**src/rtl/uart_pkg.sv**
```systemverilog
// Shared UART defaults used by the receiver, the transmitter and their byte buffers.
package uart_pkg;

  localparam int UART_DBIT        = 8;
  localparam int UART_FIFO_ADDR_W = 4;

endpackage

```
**src/rtl/uart_fifo_mem.sv**
```systemverilog
// Register-array storage for the UART byte buffers.
// Writes are synchronous. Reads are asynchronous, so the head word appears the
// same cycle its address is presented. Contents are never reset.
module uart_fifo_mem
  import uart_pkg::*;
#(
  parameter int DBIT   = UART_DBIT,
  parameter int ADDR_W = UART_FIFO_ADDR_W
) (
  input  logic              clk,
  input  logic              wrEn_i,
  input  logic [ADDR_W-1:0] wrAddr_i,
  input  logic [DBIT-1:0]   wrData_i,
  input  logic [ADDR_W-1:0] rdAddr_i,
  output logic [DBIT-1:0]   rdData_o
);

  localparam int DEPTH = 1 << ADDR_W;

  logic [DBIT-1:0] mem_q [DEPTH];

  // Store the incoming word at the write address whenever a write is accepted.
  always_ff @(posedge clk) begin
    if (wrEn_i) begin
      mem_q[wrAddr_i] <= wrData_i;
    end
  end

  assign rdData_o = mem_q[rdAddr_i];

endmodule

```
**src/rtl/uart_rx_fifo.sv**
```systemverilog
// Receive-side byte buffer placed directly after the UART receiver.
// Each word that arrives with the receiver's done strobe is captured into a
// circular buffer and offered to the host on a first-word-fall-through
// valid/ready port. The buffer also reports its fill level, an almost-full flag
// that drives RTS, and a sticky overflow error.
// A write into a full buffer is still accepted when the host pops in the same
// cycle. In that case the freed slot is the same slot being written.
module uart_rx_fifo
  import uart_pkg::*;
#(
  parameter int DBIT     = UART_DBIT,
  parameter int ADDR_W   = UART_FIFO_ADDR_W,
  parameter int AF_LEVEL = 12
) (
  input  logic              clk,
  input  logic              reset,
  input  logic              wr_tick,
  input  logic [DBIT-1:0]   wr_data,
  output logic              rd_valid,
  input  logic              rd_ready,
  output logic [DBIT-1:0]   rd_data,
  output logic [ADDR_W:0]   count,
  output logic              empty,
  output logic              full,
  output logic              almost_full,
  output logic              overflow,
  input  logic              clr_overflow
);

  localparam int              DEPTH     = 1 << ADDR_W;
  localparam logic [ADDR_W:0] DEPTH_CNT = (ADDR_W + 1)'(DEPTH);
  localparam logic [ADDR_W:0] AF_CNT    = (ADDR_W + 1)'(AF_LEVEL);

  logic [ADDR_W-1:0] wrPtr_q, wrPtr_d;
  logic [ADDR_W-1:0] rdPtr_q, rdPtr_d;
  logic [ADDR_W:0]   count_q, count_d;
  logic              overflow_q, overflow_d;

  logic pop;
  logic wrAccept;
  logic wrDrop;

  assign empty       = (count_q == '0);
  assign full        = (count_q == DEPTH_CNT);
  assign almost_full = (count_q >= AF_CNT);
  assign rd_valid    = !empty;
  assign count       = count_q;
  assign overflow    = overflow_q;

  assign pop      = rd_valid & rd_ready;
  assign wrAccept = wr_tick & (!full | pop);
  assign wrDrop   = wr_tick & full & !pop;

  uart_fifo_mem #(
    .DBIT   (DBIT),
    .ADDR_W (ADDR_W)
  ) u_mem (
    .clk      (clk),
    .wrEn_i   (wrAccept),
    .wrAddr_i (wrPtr_q),
    .wrData_i (wr_data),
    .rdAddr_i (rdPtr_q),
    .rdData_o (rd_data)
  );

  // Next-state logic for the pointers, the occupancy count and the sticky overflow flag.
  always_comb begin
    wrPtr_d    = wrPtr_q;
    rdPtr_d    = rdPtr_q;
    count_d    = count_q;
    overflow_d = overflow_q;

    if (wrAccept) begin
      wrPtr_d = wrPtr_q + 1'b1;
    end
    if (pop) begin
      rdPtr_d = rdPtr_q + 1'b1;
    end

    case ({wrAccept, pop})
      2'b10:   count_d = count_q + 1'b1;
      2'b01:   count_d = count_q - 1'b1;
      default: count_d = count_q;
    endcase

    if (clr_overflow) begin
      overflow_d = 1'b0;
    end
    if (wrDrop) begin
      overflow_d = 1'b1;
    end
  end

  // Registered buffer state. Reset discards every stored word.
  always_ff @(posedge clk or posedge reset) begin
    if (reset) begin
      wrPtr_q    <= '0;
      rdPtr_q    <= '0;
      count_q    <= '0;
      overflow_q <= 1'b0;
    end else begin
      wrPtr_q    <= wrPtr_d;
      rdPtr_q    <= rdPtr_d;
      count_q    <= count_d;
      overflow_q <= overflow_d;
    end
  end

endmodule
```
**config.mk**
```make
export PLATFORM = sky130hd
export DESIGN_NAME = uart_rx_fifo
export DESIGN_NICKNAME = d
export VERILOG_FILES = /design/src/rtl/uart_pkg.sv /design/src/rtl/uart_fifo_mem.sv /design/src/rtl/uart_rx_fifo.sv
export SDC_FILE = /design/constraint.sdc
export NUM_CORES = 1
export LEC_CHECK = 0
export CORE_ASPECT_RATIO = 0.9
export CORE_MARGIN = 5
export CORE_UTILIZATION = 54
export CTS_CLUSTER_DIAMETER = 40
export CTS_CLUSTER_SIZE = 28
export DETAILED_ROUTE_END_ITERATION = 12
export HOLD_SLACK_MARGIN = 0.12
export MAX_ROUTING_LAYER = met4
export PLACE_DENSITY = 0.76
export SLEW_MARGIN = 10
export SYNTH_ARGS = -nofsm -noshare
export SYNTH_HDL_FRONTEND = slang
export SYNTH_SLANG_ARGS = --single-unit
export TNS_END_PERCENT = 100
```
**constraint.sdc**
```tcl
create_clock -name clk -period 2.3 [get_ports clk]
set_input_delay 0.575 -clock clk [delete_from_list [all_inputs] [get_ports clk]]
set_output_delay 0.575 -clock clk [all_outputs]
set_load 0.01 [all_outputs]
```
== After elaboration in Yosys (flattened, before gate mapping) ==
Memory sizes are Yosys's and may differ from the RTL's.
Index checks and enable logic that the tools add are counted.

* Flip-flop bits (word level): 14
* Memory bits (writable): 128
* Output and inout bits: 18
* Memories kept: 1

* $add $sub $neg: 4
* Magnitude comparators: 1
* Eq/ne operators: 3
* Multiplexer cells: 5
* Bitwise gates (word level): 5
* Reduce and logical (&&, ||, !) cells: 6

{| class="wikitable"
|+ Memories
! memory !! depth !! bits a word !! read ports !! clocked after memory_dff !! write ports !! RTL line !! RTL
|-
| u_mem.mem_q || 16 || 8 || 1 || 0 || 1 || uart_fifo_mem.sv:20 || <nowiki>logic [DBIT-1:0] mem_q [DEPTH];</nowiki>
|}

{| class="wikitable"
|+ Operators by type and width
! kind !! count
|-
| 5-bit case mux with 2 select lines || 1
|-
| 4-bit by 1-bit adder with 4-bit output, second input constant || 2
|-
| 5-bit by 1-bit adder with 5-bit output, second input constant || 1
|-
| 5-bit == test, second input constant || 1
|-
| 5-bit by 4-bit >= comparator with 1-bit output, second input constant || 1
|-
| 5-bit logical NOT || 1
|-
| 5-bit by 1-bit subtractor with 5-bit output, second input constant || 1
|-
| 1-bit bitwise AND || 4
|-
| 1-bit 2-to-1 mux || 4
|-
| 2-bit nonzero test || 2
|-
| 1-bit logical NOT || 3
|-
| 2-bit by 1-bit == test with 1-bit output, second input constant || 1
|-
| 2-bit == test, second input constant || 1
|-
| 1-bit bitwise OR || 1
|}

== Depth between registers and ports, before layout ==
* Word-level depth: 7
* Gate-level depth with buffers: 10
* Mapped depth without buffers: 9

== Modules after synthesis ==
From an unflattened synthesis, not the netlist that was laid out.

* Cell total of the unflattened synthesis: 299
* Area, all modules: 5,850.6 sq um

{| class="wikitable"
|+ Modules (own cells, without submodules)
! module !! instances !! cells an instance !! area an instance (sq um) !! sequential area each (sq um)
|-
| uart_fifo_mem || 1 || 221 || 4,987.3 || 3,843.7
|-
| uart_rx_fifo || 1 || 78 || 863.3 || 350.3
|}

== Least setup slack after synthesis ==
OpenSTA, ideal clock, no wires.

* Path kind: register to register
* From: reg count_q[1], in the netlist count[1]
* To: reg count_q[4], in the netlist count[4]
* Arrival: 2.500 ns
* Data required time: 2.231 ns
* Path slack: -0.269 ns
* Stages on the path, launching flop included: 11
* Buffers on the path: 1
* Clock period less this slack: 2.569 ns
* Cell sequence: dfrtp_1 -> or4_4 -> buf_6 -> o21a_1 -> nand2_1 -> inv_1 -> ha_1 -> o21ai_0 -> a2111o_1 -> o211a_1 -> nand3_1

* Cells in the longest elaborated chain, start to end: 7
* Elaborated cells between the ends (all ways): 13
* Classes of those cells: 2 x add/sub; 3 x eq/ne; 1 x mux; 3 x bitwise; 4 x reduce/logical

{| class="wikitable"
|+ RTL lines
! item !! RTL line !! RTL
|-
| start: declaration || uart_rx_fifo.sv:36 || <nowiki>logic [ADDR_W:0] count_q, count_d;</nowiki>
|-
| start signal: assignment || uart_rx_fifo.sv:104 || <nowiki>count_q <= count_d;</nowiki>
|-
| 5-bit logical NOT || uart_rx_fifo.sv:43 || <nowiki>assign empty = (count_q == '0);</nowiki>
|-
| 1-bit logical NOT || uart_rx_fifo.sv:46 || <nowiki>assign rd_valid = !empty;</nowiki>
|-
| 1-bit bitwise AND || uart_rx_fifo.sv:50 || <nowiki>assign pop = rd_valid & rd_ready;</nowiki>
|-
| 1-bit bitwise OR || uart_rx_fifo.sv:51 || <nowiki>assign wrAccept = wr_tick & (!full | pop);</nowiki>
|-
| 1-bit bitwise AND || uart_rx_fifo.sv:51 ||
|-
| 2-bit by 1-bit == test with 1-bit output or 2-bit == test (tied branches) || uart_rx_fifo.sv:80 || <nowiki>case ({wrAccept, pop})</nowiki>
|-
| 5-bit case mux with 2 select lines or 2-bit nonzero test (tied branches) || - ||
|}

Several ways; a longest one is shown, not always the timed one.
A chain may end at the register's enable or synchronous reset.

== Worst setup path in the final report ==
* From: reg rdPtr_q[0]
* To: out rd_data[2]

* Cells in the longest elaborated chain, start to end: 1

{| class="wikitable"
|+ RTL lines
! item !! RTL line !! RTL
|-
| start: declaration || uart_rx_fifo.sv:35 || <nowiki>logic [ADDR_W-1:0] rdPtr_q, rdPtr_d;</nowiki>
|-
| start signal: assignment || uart_rx_fifo.sv:103 || <nowiki>rdPtr_q <= rdPtr_d;</nowiki>
|-
| memory 16 x 8 bit || - ||
|-
| end: declaration || uart_rx_fifo.sv:21 || <nowiki>output logic [DBIT-1:0] rd_data,</nowiki>
|}

Every way passes these cells.

==> impl_metrics.tcl <==
set metrics [dict create \
    status "finished with violations" \
    violations "setup timing" \
    r2r_slack_ps -210 \
    drv_cap 0 \
    synth_async_sr_flop_share_pct 9.86 \
    clkTransAtPathRegs_ps 60 \
    synth_edf_count 128 \
    utilization_pct 71.3 \
    relSlewSlack_pct 57.6 \
    grt_pass1_wl_um 20300 \
    slowest_delay_ps 540 \
    power.leakage_nw 2.67 \
    drt_wl_total_um 13000 \
    critical-path-top-delay-family "multiplexers" \
    crit_type "reg2out" \
    root_buffer "clkbuf_16" \
    hpwl_um 8200 \
    synth_seq_area_share_pct 70.7 \
    crit_path_top_delay_cell "mux4_2" \
    grt_max_degree 25 \
    io_buffers 30 \
    path_cells "buf_6 > buf_6 > mux4_2 > a22oi_2 > nand2_1 > buf_2" \
    nets 442 \
    fill_cells 677 \
    grt.overflow.total 0 \
    via_per_inst 6.01 \
    antenna_found_initial 0 \
    layout-area-overhead-vs-synth_pct 29.9 \
    grt_util_all_layers_pct 21.9 \
    h-tree-depth 4 \
    routedWlPerCell_um 23.0 \
    netlist_instances 334 \
    hold_class "in2async" \
    synth_cell_types 48 \
    setup_slack_ps -321 \
    die_area_sq_um 13200 \
    antenna_left 0 \
    fin_crit_ps 2620 \
    syn_avg_cell_area_sq_um 17.8 \
    drive_gt1_share_pct 39.7 \
    drt_iter0_drc 320 \
    place_area_sq_um 6860 \
    hold_ws_ps 507 \
    clock_path_buffers 2 \
    reg2reg_depth 10 \
    dieWidth_um 121 \
    boundaryPins 31 \
    worstReg2RegEnd "count[3]" \
    vdd_drop_max_uv 754 \
    finalWeightedCongestion 0.872 \
    cts_buffers 17 \
    worstPathRequired_ps 1730 \
    timing.rr.start "count[0]" \
    worstMarginPinSlew_ps 633 \
    worst_setup_path_end_kind "output pin" \
    cp_max_fo 5 \
    row_count 36 \
    synth_area_sq_um 5940 \
    crit_buf_inv 3 \
    yosys_warnings 0 \
    maxSlewViolCount 0 \
    stdcell_area_sq_um 7710 \
    crit_start "rdPtr_q[0]" \
    clk_latency_ps 420 \
    p_per_area_nw_per_um2 1310 \
    drt_first_pass_iters 5 \
    via_count 3404 \
    core_region_area_sq_um 10800 \
    synth_seq_cells 142 \
    start_kind "flip-flop" \
    period_share_pct 114 \
    drc 0 \
    grt_pass1_vias 3599 \
    crit_arrival_ps 2050 \
    cp_common_cell "buf_6" \
    finClkSkew_ps 10.0 \
    rsz0062_at_grt "yes" \
    hold_viol 0 \
    setup_viol 13 \
    die_h_um 109 \
    cts_num_sinks 142 \
    initial_core_util_pct 54.9 \
    tritoncts "yes" \
    antennaDiodeCount 0 \
    synthFlopType "edfxtp_1" \
    synthesis.nets 356 \
    fmax_mhz 381 \
]
[through the flow]
step / total power [mW] / setup slack (ps) / std cells / TNS, ps
after floorplan: 5.37 / -152 / 334 / -478
after global placement: 6.79 / -262 / 524 / -15060
after detailed placement: 6.92 / -267 / 524 / -18870
after CTS: 10.1 / -364 / 565 / -3120
after global routing: 10.6 / -418 / 566 / -3900
final: 10.1 / -321 / 566 / -2820
[logic make-up (layout without fill, tap and decap cells)]
family | count (synthesis) | count (layout) | synth area share [%]
flops | 142 | 142 | 70.7
simple gates | 63 | 63 | 5.50
compound gates | 47 | 47 | 5.71
mux | 33 | 33 | 12.3
buf+inv | 31 | 130 | 2.47
fa+ha+maj | 9 | 9 | 2.02
xor+xnor | 9 | 9 | 1.33
[placed cells by master (no fill, tap or decap), types with 12 or more instances in the layout]
| master | n |
|---|---|
| inv_1 | 12 |
| clkdlybuf4s50_1 | 19 |
| edfxtp_1 | 128 |
| buf_4 | 34 |
| buf_12 | 14 |
| mux4_2 | 32 |
| a22oi_2 | 17 |
| clkbuf_16 | 17 |
| nand2_1 | 18 |
[worst reg2reg max path: stages, from the launching register on]
cell and delay, ps:
dfrtp_1 370, or4_4 550, buf_6 140, o21a_4 200, nand2_4 90, inv_4 50, ha_4 310, nand3_2 80
and3b_1 200, o31ai_1 250, a22o_1 200
[synthesized netlist by cell type (all sizes together) (3+ instances only)]
cell	instances	share of area [%]
a21oi	6	0.51
a22oi	17	2.2
and2	10	1.1
buf	9	0.91
clkbuf	9	0.74
dfrtp	14	5.9
edfxtp	128	65
ha	8	1.7
inv	13	0.82
mux4	32	12
nand2	19	1.2
nand3	3	0.25
nor2	12	0.76
nor2b	3	0.32
nor4	5	0.53
o21ai	7	0.59
xnor2	7	1.0
[registers in the layout, summed over array words and instances (netlist names)]
register,flops
rdPtr_q,4
overflow,1
count,5
u_mem.mem_q,128
wrPtr_q,4
[where the power goes]
group | total, mW | internal [mW] | switching [mW]
logic | 3.93 | 2.02 | 1.91
registers | 3.35 | 3.17 | 0.184
clock network | 2.80 | 1.72 | 1.08
total | 10.1 | 6.90 | 3.18
[routing by layer]
layer | wire length, um | global-route usage (%) | up-vias
met5 | 0 | - | -
met4 | 230 | 8.17 | 0
li1 | - | - | 1504
met2 | 6770 | 35.9 | 132
met1 | 5350 | 27.4 | 1749
met3 | 685 | 4.78 | 19
[area by class of cell]
class / count / area (sq um) / area share [%]
tap: 133 / 166 / 2.16
sequential: 142 / 4200 / 54.5
multi-input combinational: 161 / 1810 / 23.4
inverter: 13 / 51.3 / 0.665
clock inverter: 15 / 189 / 2.45
clock buffer: 17 / 425 / 5.52
timing repair buffer: 85 / 872 / 11.3
[repair_timing]
item                                    4_1_cts  5_1_grt
hold buffers                                  0        0
gates cloned                                  1        0
buffers inserted                              8        2
pin swaps                                    24        9
resized for setup                            75       11
endpoints found under the setup margin       15       47
[how the worst max path moves through the flow]
stage | depth (start not counted) | slack, ps | end
after detailed placement | 5 | -270 | rd_data[1]
after global placement | 5 | -260 | rd_data[1]
after floorplan | 10 | -150 | count[4]
final | 6 | -320 | rd_data[2]
after CTS | 6 | -360 | rd_data[2]
after global routing | 6 | -420 | rd_data[2]
Power figures use the tool's default switching activity.
